===== config.mk =====
export PLATFORM = sky130hd
export DESIGN_NAME = inv_srl_cell
export DESIGN_NICKNAME = d
export VERILOG_FILES = /design/src/rtl/inv_srl_cell.sv
export SDC_FILE = /design/constraint.sdc
export NUM_CORES = 1
export LEC_CHECK = 0
export CORE_MARGIN = 3
export CORE_UTILIZATION = 53
export CTS_BUF_LIST = sky130_fd_sc_hd__clkbuf_8
export CTS_CLUSTER_DIAMETER = 30
export CTS_CLUSTER_SIZE = 8
export DETAILED_ROUTE_END_ITERATION = 7
export HOLD_SLACK_MARGIN = 0.05
export PLACE_DENSITY = 0.79
export SYNTH_ARGS = -nofsm -noshare
export SYNTH_HDL_FRONTEND = slang
export SYNTH_SLANG_ARGS = --single-unit

===== constraint.sdc =====
create_clock -name CLK -period 1.5 [get_ports CLK]
set_input_delay 0.3 -clock CLK [delete_from_list [all_inputs] [get_ports CLK]]
set_output_delay 0.3 -clock CLK [all_outputs]
set_load 0.02 [all_outputs]

===== src/rtl/inv_srl_cell.sv =====
// inv_srl_cell -- addressable shift-register primitive with invertible D/CE pins.
//
// Golden model for inverter absorption on sequential cells. An upstream
// inverter on D or CE folds into INV_D / INV_CE, and the cell behaves
// bit-exactly as if the inverter were still present.
//
// Parameters
//   AW     tap-address width, DEPTH = 2**AW (legal 1..6)
//   INIT   register contents after reset, bit i -> stage i
//   INV_D  invert D before stage 0
//   INV_CE invert CE (active-low enable)
//   OREG   register the tap output
//
// Ports
//   CLK    rising-edge clock
//   RST    synchronous reset, active-high
//   D      serial data in
//   CE     shift enable
//   A      tap select
//   Q      selected tap, combinational or registered per OREG
//   QLAST  last stage
//   FILL   shifts since reset, saturating at DEPTH
//   FULL   FILL == DEPTH
module inv_srl_cell #(
    parameter int                  AW     = 4,
    parameter logic [(1<<AW)-1:0]  INIT   = '0,
    parameter logic                INV_D  = 1'b0,
    parameter logic                INV_CE = 1'b0,
    parameter logic                OREG   = 1'b0
) (
    input  logic                              CLK,
    input  logic                              RST,
    (* invertible_pin="INV_D" *)  input logic D,
    (* invertible_pin="INV_CE" *) input logic CE,
    input  logic [AW-1:0]                     A,
    output logic                              Q,
    output logic                              QLAST,
    output logic [AW:0]                       FILL,
    output logic                              FULL
);
    localparam int DEPTH = 1 << AW;
    localparam logic [AW:0] FILL_MAX = {1'b1, {AW{1'b0}}};

    // The only places the raw pins are observed.
    logic d;
    logic ce;
    assign d  = D ^ INV_D;
    assign ce = CE ^ INV_CE;

    logic [DEPTH-1:0] sr;
    logic             qreg;
    logic [DEPTH-1:0] sr_shift;
    logic [AW:0]      fill_inc;

    assign sr_shift = {sr[DEPTH-2:0], d};
    assign fill_inc = (FILL == FILL_MAX) ? FILL_MAX : FILL + 1'b1;

    // Ternary select (rather than if (ce)) so an X on ce merges into the
    // state instead of silently being treated as a hold.
    always_ff @(posedge CLK) begin
        if (RST) begin
            sr   <= INIT;
            FILL <= '0;
        end else begin
            sr   <= ce ? sr_shift : sr;
            FILL <= ce ? fill_inc : FILL;
        end
    end

    // Output register tracks the tap every non-reset edge, independent of ce.
    always_ff @(posedge CLK) begin
        if (RST) qreg <= 1'b0;
        else     qreg <= sr[A];
    end

    assign Q     = OREG ? qreg : sr[A];
    assign QLAST = sr[DEPTH-1];
    assign FULL  = (FILL == FILL_MAX);
endmodule


==> metrics.cfg, run 1 <==
[run_status]
status=finished, violations left
violations=negative setup slack

[cells_and_area]
drive_gt1_frac=0.3701
nNetsFinal=138
fin_area_um2=1335
area_growth_pct=42.46
diodes=0

[setup_path]
critPathLaunchType=flop
required_ns=1.20
rrSetupSlack_ns=0.30
cp_max_fo=2
cpMostUsedCell=mux2i_1
slowest_delay_ns=0.45
crit_slowest_cell=mux4_2
crit_arrival_ns=1.44
path_delay_family=multiplexers
crit_chain=mux4_2 > mux2i_1 > mux2i_1 > buf_4
setup.worst_path.class=reg -> out
end_kind=primary output
critPathBufInv=1

[grt]
use_met3=0.04135
grt_max_degree=13
grt-ovfl-total=0
grt_pass1_vias=794
grt_pass1_wl_mm=3.408
use_met2=0.3984
grt_busiest_layer=met2
grt_usage=0.2168
antenna_found_initial=0
grt_util_met1=0.2369

[timing]
worst_pin_slew_ns=0.2035
hold_viol_final=0
period_minus_slack_ns=1.736
fin_ws_ns=-0.2360
max_slew_margin=0.8605
setup_viol=1
rsz0062_at_grt=yes
fmax_mhz=576.1
tns_ns=-0.2360
clock_skew_ns=0.002890
period_share=1.157
drv_slew=0

[cts]
cts_sinks=21
clk_latency_ns=0.26
clock-root-buffer=clkbuf_8
cts_tree=done
clockBufferDepth=2
cts_hold_buffers=0
numCtsBuffers=3
clkSlewWorstSetupHoldPaths_ns=0.08
cts.htree.levels=1

[synthesis]
synth_area_um2=937.1
synth-warning-count=0
synth.yosys.seq_area_share=0.4486
synthCells=84
synth.avg_cell_area_um2=11.16
ys_ff_latch=21
syn-num-nets=94
ys_types=17

[routing]
viasPerCell=5.434
via_count=777
drt_iter0_drc=2
detail-route-antenna-nets=0
wire_per_inst_um=15.50
remaining_drc_errors=0
drt-total-wl_mm=2.216
drt_pre_antenna_iters=4

[floorplanning]
fp.dieW_um=48.05
die_y_um=48.05
start_util=0.5944
die_area_um2=2309
io_pins=16
core_area_um2=1577
row_count=14

[placed_design]
dpl-instance-area_um2=1279
dpl.hpwl_mm=1.651
gp_congestion=0.7035
portBuffers=15

[pwr]
fin_total_pwr_w=0.001087
vdd_drop_max_v=0.0006151
power_per_cell_area_nw_per_um2=814.5
p_leak_nw=0.6554

[hold_path]
hp-class=reg -> reg

[run]
drv_cap=0

## cell families (layout without fill, tap and decap cells)
kind of cell / Yosys count / in the layout / synth area share
and+or+nand+nor: 25 / 25 / 0.1228
DFF: 21 / 21 / 0.4486
xor gates and xnor gates: 4 / 4 / 0.03739
AOI/OAI and AO/OA: 1 / 1 / 0.005335
buffers and inverters: 7 / 50 / 0.03338
muxes: 24 / 24 / 0.3258
adders and majority gates: 2 / 2 / 0.02670
## power breakdown
group	switching [W]	leakage, nW	total [W]	internal (W)
Sequential	0.00000618	0.172	0.000573	0.000567
Clock	0.000191	0.0255	0.000377	0.000185
Combinational	0.0000639	0.458	0.000138	0.0000741
## layout make-up
type                    count  area, um^2
clock buffers               3       41.29
clock inverters             1       5.005
fillers                    93       241.5
well taps                  16       20.02
inverters                   2       7.507
repair buffers             44       352.8
multi-input cells          56       483.0
flip-flops and latches     21       425.4
## metal layers
layer  wire [um]  up-vias
li1            -      376
met1         891      375
met2        1189       20
met3          85        6
met4          50        0
met5           0        -
## cells in the final DEF, fill, tap and decap left out
cell              n
nand2_1           1
xor2_1            2
dfxtp_1          17
buf_6             1
clkbuf_8          3
and4bb_2          1
inv_1             1
dlygate4sd2_1     7
mux2i_1          20
clkinv_2          1
nor2_1           18
nand4_1           2
inv_2             1
buf_2             1
mux4_2            4
xnor2_1           2
clkdlybuf4s50_1   5
ha_4              1
a21oi_1           1
ha_1              1
and2_1            3
buf_4            30
dfxtp_2           4
## sequential cells by signal, indices dropped and copies added, names as in the netlist
signal / flops
sr: 16
FILL: 5
## stage by stage
step	hold slack [ns]	std cells	setup slack (ns)	util
2_1_floorplan	0.4472	84	0.04924	-
3_3_place_gp	0.5074	136	-0.9727	0.8111
3_5_place_dp	0.5380	136	-1.064	0.8111
4_1_cts	0.5976	142	-0.2518	0.8357
5_1_grt	0.6306	143	-0.2743	0.8468
6_report	0.5977	143	-0.2360	0.8468
## synthesized netlist by cell type
| master | instances | area (um^2) |
|---|---|---|
| a21oi_1 | 1 | 5.000 |
| and2_1 | 3 | 18.77 |
| and4bb_2 | 1 | 12.51 |
| buf_1 | 1 | 3.750 |
| buf_2 | 1 | 5.000 |
| buf_4 | 1 | 7.510 |
| clkbuf_1 | 2 | 7.510 |
| dfxtp_1 | 21 | 420.4 |
| ha_1 | 2 | 25.02 |
| inv_1 | 2 | 7.510 |
| mux2i_1 | 20 | 200.2 |
| mux4_1 | 4 | 105.1 |
| nand2_1 | 1 | 3.750 |
| nand4_1 | 2 | 12.51 |
| nor2_1 | 18 | 67.56 |
| xnor2_1 | 2 | 17.52 |
| xor2_1 | 2 | 17.52 |
## repair_timing
action,CTS,global route
endpoints found under the setup margin,8,2
gates resized for setup,28,5
setup buffers,2,1
## worst paths after layout
path / startpoint / end / cells past startpoint
setup / recovery: sr[14] / Q / 4
hold / removal: sr[6] / sr[7] / 3
setup reg to reg: FILL[0] / FILL[2] / 6
hold reg to reg: sr[6] / sr[7] / 3
## worst reg2reg max path, stage by stage (launching register included)
cell and delay, ns:
dfxtp_2 0.33, buf_4 0.13, buf_4 0.14, ha_1 0.21
nand2_1 0.09, xnor2_1 0.06, and2_1 0.15
Power figures use the tool's default switching activity.
==> run 2: changes to the inputs <==
- clock period: 1.5 -> 1.98 ns (I/O delays scaled with it)
==> metrics.cfg, run 2 (synthesized netlist as in run 1, its figures left out) <==
[run_status]
status=finished, final reports clean

[grt]
grt_pass1_vias=684
grt-ovfl-total=0
grt_pass1_wl_mm=2.842
grt_max_degree=19
grt_usage=0.1812
antenna_found_initial=0

[placed_design]
gp_congestion=0.6743
dp_cells=116
portBuffers=15
dpl.hpwl_mm=1.282

[timing]
max_slew_margin=0.8513
setup_viol=0
drv_slew=0
hold_viol_final=0
rsz0062_at_grt=no
fmax_mhz=516.1
period_share=0.9785
whs_ns=0.5271
clock_skew_ns=0.004012
period_minus_slack_ns=1.938
worst_pin_slew_ns=0.2230

[setup_path]
reg2reg_from=FILL[1]
crit_arrival_ns=1.54
critPathLaunchType=primary input
rrSetupSlack_ns=0.67
end_kind=primary output
required_ns=1.58
setup.worst_path.class=in -> out
r2r_cells=5
r2r_end=FILL[3]
cp_max_fo=2

[cts]
clkSlewWorstSetupHoldPaths_ns=0.07
clock-root-buffer=clkbuf_8
clk_latency_ns=0.26
cts_sinks=21
clockBufferDepth=2
cts_tree=done
cts.htree.levels=1
cts_hold_buffers=0
numCtsBuffers=3

[cells_and_area]
multi_input_area_um2=478.0
final_cell_mix=dfxtp_1 (21), mux2i_1 (20), nor2_1 (18)
reg.largest.list=sr x16, FILL x5
fillers=118
drive_gt1_frac=0.1346
nNetsFinal=115
final_common_cell=dfxtp_1
area_growth_pct=23.10
layout.cells.non_filler=120
diodes=0
seq_area_um2=420.4
largest_reg_flops=16
regMostFlops=sr

[pwr]
p_leak_nw=0.5208
fin_total_pwr_w=0.0007906
power_per_cell_area_nw_per_um2=685.3
vdd_drop_max_v=0.0004196

[routing]
wl_met3_um=67
drt-total-wl_mm=1.677
met2WireLength_um=830
viasPerCell=5.567
m1WireLength_um=747
top_layer_used=met4
detail-route-antenna-nets=0
drt_pre_antenna_iters=2
drt_iter0_drc=2
via_count=668
remaining_drc_errors=0
wire_per_inst_um=13.98

[floorplanning]
die_area_um2=2309
fp.dieW_um=48.05
die_y_um=48.05
start_util=0.5944
io_pins=16
row_count=14
core_area_um2=1577

[hold_path]
holdPathEnd=sr[11]
hold_path_depth=2
min_from=sr[10]
hp-class=reg -> reg

[run]
drv_cap=0

[run 2: changes by cell type in the layout (fill, tap and decap cells not counted), sizes merged]
| cell | previous run | this run |
|---|---|---|
| clkinv | 1 | 0 |
| dlygate4sd2 | 7 | 2 |
| buf | 32 | 8 |
| clkdlybuf4s50 | 5 | 11 |
| inv | 2 | 3 |
[run 2: routing by layer]
metal  up-vias  global-route usage
met2        15              0.3008
met4         0              0.1022
met1       320              0.2105
met3         3             0.04511
li1        330                   -
met5         -                   0
[run 2: report_power, final]
part / switching (W) / internal (W) / leakage (nW)
sequential: 0.00000604 / 0.000429 / 0.170
combinational: 0.0000404 / 0.0000463 / 0.324
clock: 0.000131 / 0.000138 / 0.0269
[run 2: worst max-delay path: stages]
cell           delay (ns)
dlygate4sd2_1        0.25
mux4_2               0.51
mux2i_1              0.15
mux2i_1              0.08
buf_2                0.16
[run 2: area by class of cell]
type | count | share of cell area
timing repair buffer | 21 | 0.1584
tap | 16 | 0.01735
sequential | 21 | 0.3644
multi-input combinational | 56 | 0.4143
clock buffer | 3 | 0.03579
clock inverter | 1 | 0.003254
inverter | 2 | 0.006508
[run 2: worst max-delay path by stage]
stage	cells after the start	from	slack, ns	endpoint
after floorplan	3	A[0]	0.36	Q
after global placement	5	A[0]	-0.69	Q
after detailed placement	5	A[0]	-0.75	Q
after CTS	5	A[1]	0.04	Q
after global routing	5	A[1]	0.003	Q
final	5	A[1]	0.04	Q
[run 2: timing repair]
action | CTS | global route
setup buffers | 0 | 0
hold endpoints to repair | 0 | 0
endpoints found under the setup margin | 2 | 0
gates resized for setup | 12 | 0
[run 2: stage by stage]
step	area, um^2	setup TNS (ns)	worst slack [ns]	util
3_3_place_gp	1129	-0.6854	-0.6854	0.7159
2_1_floorplan	937.1	0	0.3648	-
4_1_cts	1154	0	0.03609	0.7317
5_1_grt	1154	0	0.003029	0.7317
3_5_place_dp	1129	-0.7478	-0.7478	0.7159
6_report	1154	0	0.04248	0.7317
==> run 3: changes to the inputs <==
- CORE_UTILIZATION: 53 -> 57
- PLACE_DENSITY: 0.79 -> 0.84
- SKIP_LAST_GASP: not set -> 1
- SLEW_MARGIN: not set -> 10
- clock period: 1.98 -> 2.5 ns (I/O delays scaled with it)
==> metrics.cfg, run 3 (synthesized netlist as in run 1, its figures left out) <==
[run_status]
status=finished, final reports clean

[timing]
drv_slew=0
max_slew_margin=0.7334
hold_viol_final=0
setup_viol=0
period_minus_slack_ns=2.487
clock_skew_ns=0.002094
worst_pin_slew_ns=0.3987
fmax_mhz=402.0
rsz0062_at_grt=no
period_share=0.9949

[hold_path]
hp-class=reg -> reg

[routing]
drt_iter0_drc=9
via_count=643
remaining_drc_errors=0
viasPerCell=5.449
detail-route-antenna-nets=0
drt_pre_antenna_iters=4
wire_per_inst_um=13.00
drt-total-wl_mm=1.534

[floorplanning]
io_pins=16
start_util=0.6149
fp.dieW_um=46.55
die_y_um=46.55
die_area_um2=2166
row_count=14
core_area_um2=1524

[pwr]
p_int_w=0.0004837
fin_total_pwr_w=0.0006154
p_leak_nw=0.5199
clock_power_share=0.335
p_seq_frac=0.562
vdd_drop_max_v=0.0003797
p_sw_w=0.0001317
power_per_cell_area_nw_per_um2=534.0
combPwrFrac=0.102
swShare=0.2141

[placed_design]
gp_congestion=0.6979
dpl.hpwl_mm=1.150
portBuffers=15
dp_cells=114

[grt]
use_met2=0.2665
grt_busiest_layer=met2
antenna_found_initial=0
grt_max_degree=12
grt-ovfl-total=0
use_met3=0.05078
grt_util_met1=0.1943
grt_pass1_vias=611
grt_pass1_wl_mm=2.525
grt_usage=0.1652

[setup_path]
cp_max_fo=2
crit_arrival_ns=1.99
critPathBufInv=2
crit_slowest_cell=mux4_1
required_ns=2.00
crit_chain=clkdlybuf4s50_1 > mux4_1 > mux2i_1 > mux2i_1 > buf_2
cpMostUsedCell=mux2i_1
slowest_delay_ns=0.56
end_kind=primary output
setup.worst_path.class=in -> out
critPathLaunchType=primary input
path_delay_family=multiplexers

[cts]
cts_sinks=21
clockBufferDepth=2
cts.htree.levels=1
numCtsBuffers=3
clkSlewWorstSetupHoldPaths_ns=0.07
cts_tree=done
clk_latency_ns=0.25
clock-root-buffer=clkbuf_8
post-cts-setup-buffers=0

[cells_and_area]
largest_reg_flops=16
seq_area_um2=420.4
fillers=109
reg.largest.list=sr x16, FILL x5
area_growth_pct=22.96
final_cell_mix=dfxtp_1 (21), mux2i_1 (20), nor2_1 (18)
diodes=0
regMostFlops=sr
finalCoreUtilization=0.7562
drive_gt1_frac=0.08824
layout.cells.non_filler=118
multi_input_area_um2=485.5
nNetsFinal=113
final_common_cell=dfxtp_1

[run]
drv_cap=0

==> run 3: changes by cell type in the layout (fill, tap and decap cells not counted), sizes merged <==
cell | previous run | this run
clkdlybuf4s50 | 11 | 13
buf | 8 | 5
dlygate4sd2 | 2 | 1
==> run 3: metal layers <==
metal / vias to the layer above / share of wire
li1: 328 / -
met1: 295 / 0.45
met2: 18 / 0.47
met3: 2 / 0.065
met4: 0 / 0.0085
met5: - / 0
==> run 3: final timing paths <==
path,startpoint,endpoint,slack (ns),cells after the start
setup / recovery,A[1],Q,0.01,5
hold / removal,sr[10],sr[11],0.52,2
setup reg to reg,FILL[0],FILL[2],1.21,5
hold reg to reg,sr[10],sr[11],0.52,2
==> run 3: stage by stage <==
| stage | hold slack (ns) | TNS, ns | setup slack [ns] | instance area [um^2] |
|---|---|---|---|---|
| 6_report | 0.5212 | 0 | 0.01267 | 1152 |
| 5_1_grt | 0.5503 | 0 | 0.002891 | 1152 |
| 4_1_cts | 0.5242 | 0 | 0.03205 | 1152 |
| 3_5_place_dp | 0.5039 | -0.4527 | -0.4527 | 1114 |
| 3_3_place_gp | 0.4993 | -0.3709 | -0.3709 | 1114 |
| 2_1_floorplan | 0.4741 | 0 | 0.6768 | 937.1 |
==> run 3: area by class of cell <==
| cell class | instances | share of cell area |
|---|---|---|
| clock buffer | 3 | 0.03583 |
| clock inverter | 1 | 0.003257 |
| inverter | 2 | 0.006515 |
| multi-input combinational | 56 | 0.4213 |
| sequential | 21 | 0.3648 |
| tap | 16 | 0.01737 |
| timing repair buffer | 19 | 0.1509 |
==> run 3: timing repair <==
item	4_1_cts	5_1_grt
resized for setup	5	0
setup endpoints to repair	1	0
hold buffers	0	0
==> run 3: worst reg2reg max path, cell delays in order (launching register included) <==
cell and delay [ns]:
dfxtp_1 0.41, inv_1 0.06, ha_1 0.19, and4bb_2 0.22, a21oi_1 0.21, and2_1 0.15
==> run 3: power by group through the flow <==
stage                     sequential [W]  combinational, W  clock [W]
after floorplan                 0.000357         0.0000331          0
after global placement          0.000354         0.0000636          0
after detailed placement        0.000354         0.0000644          0
after CTS                       0.000346         0.0000639   0.000213
after global routing            0.000347         0.0000685   0.000231
final                           0.000346         0.0000630   0.000206
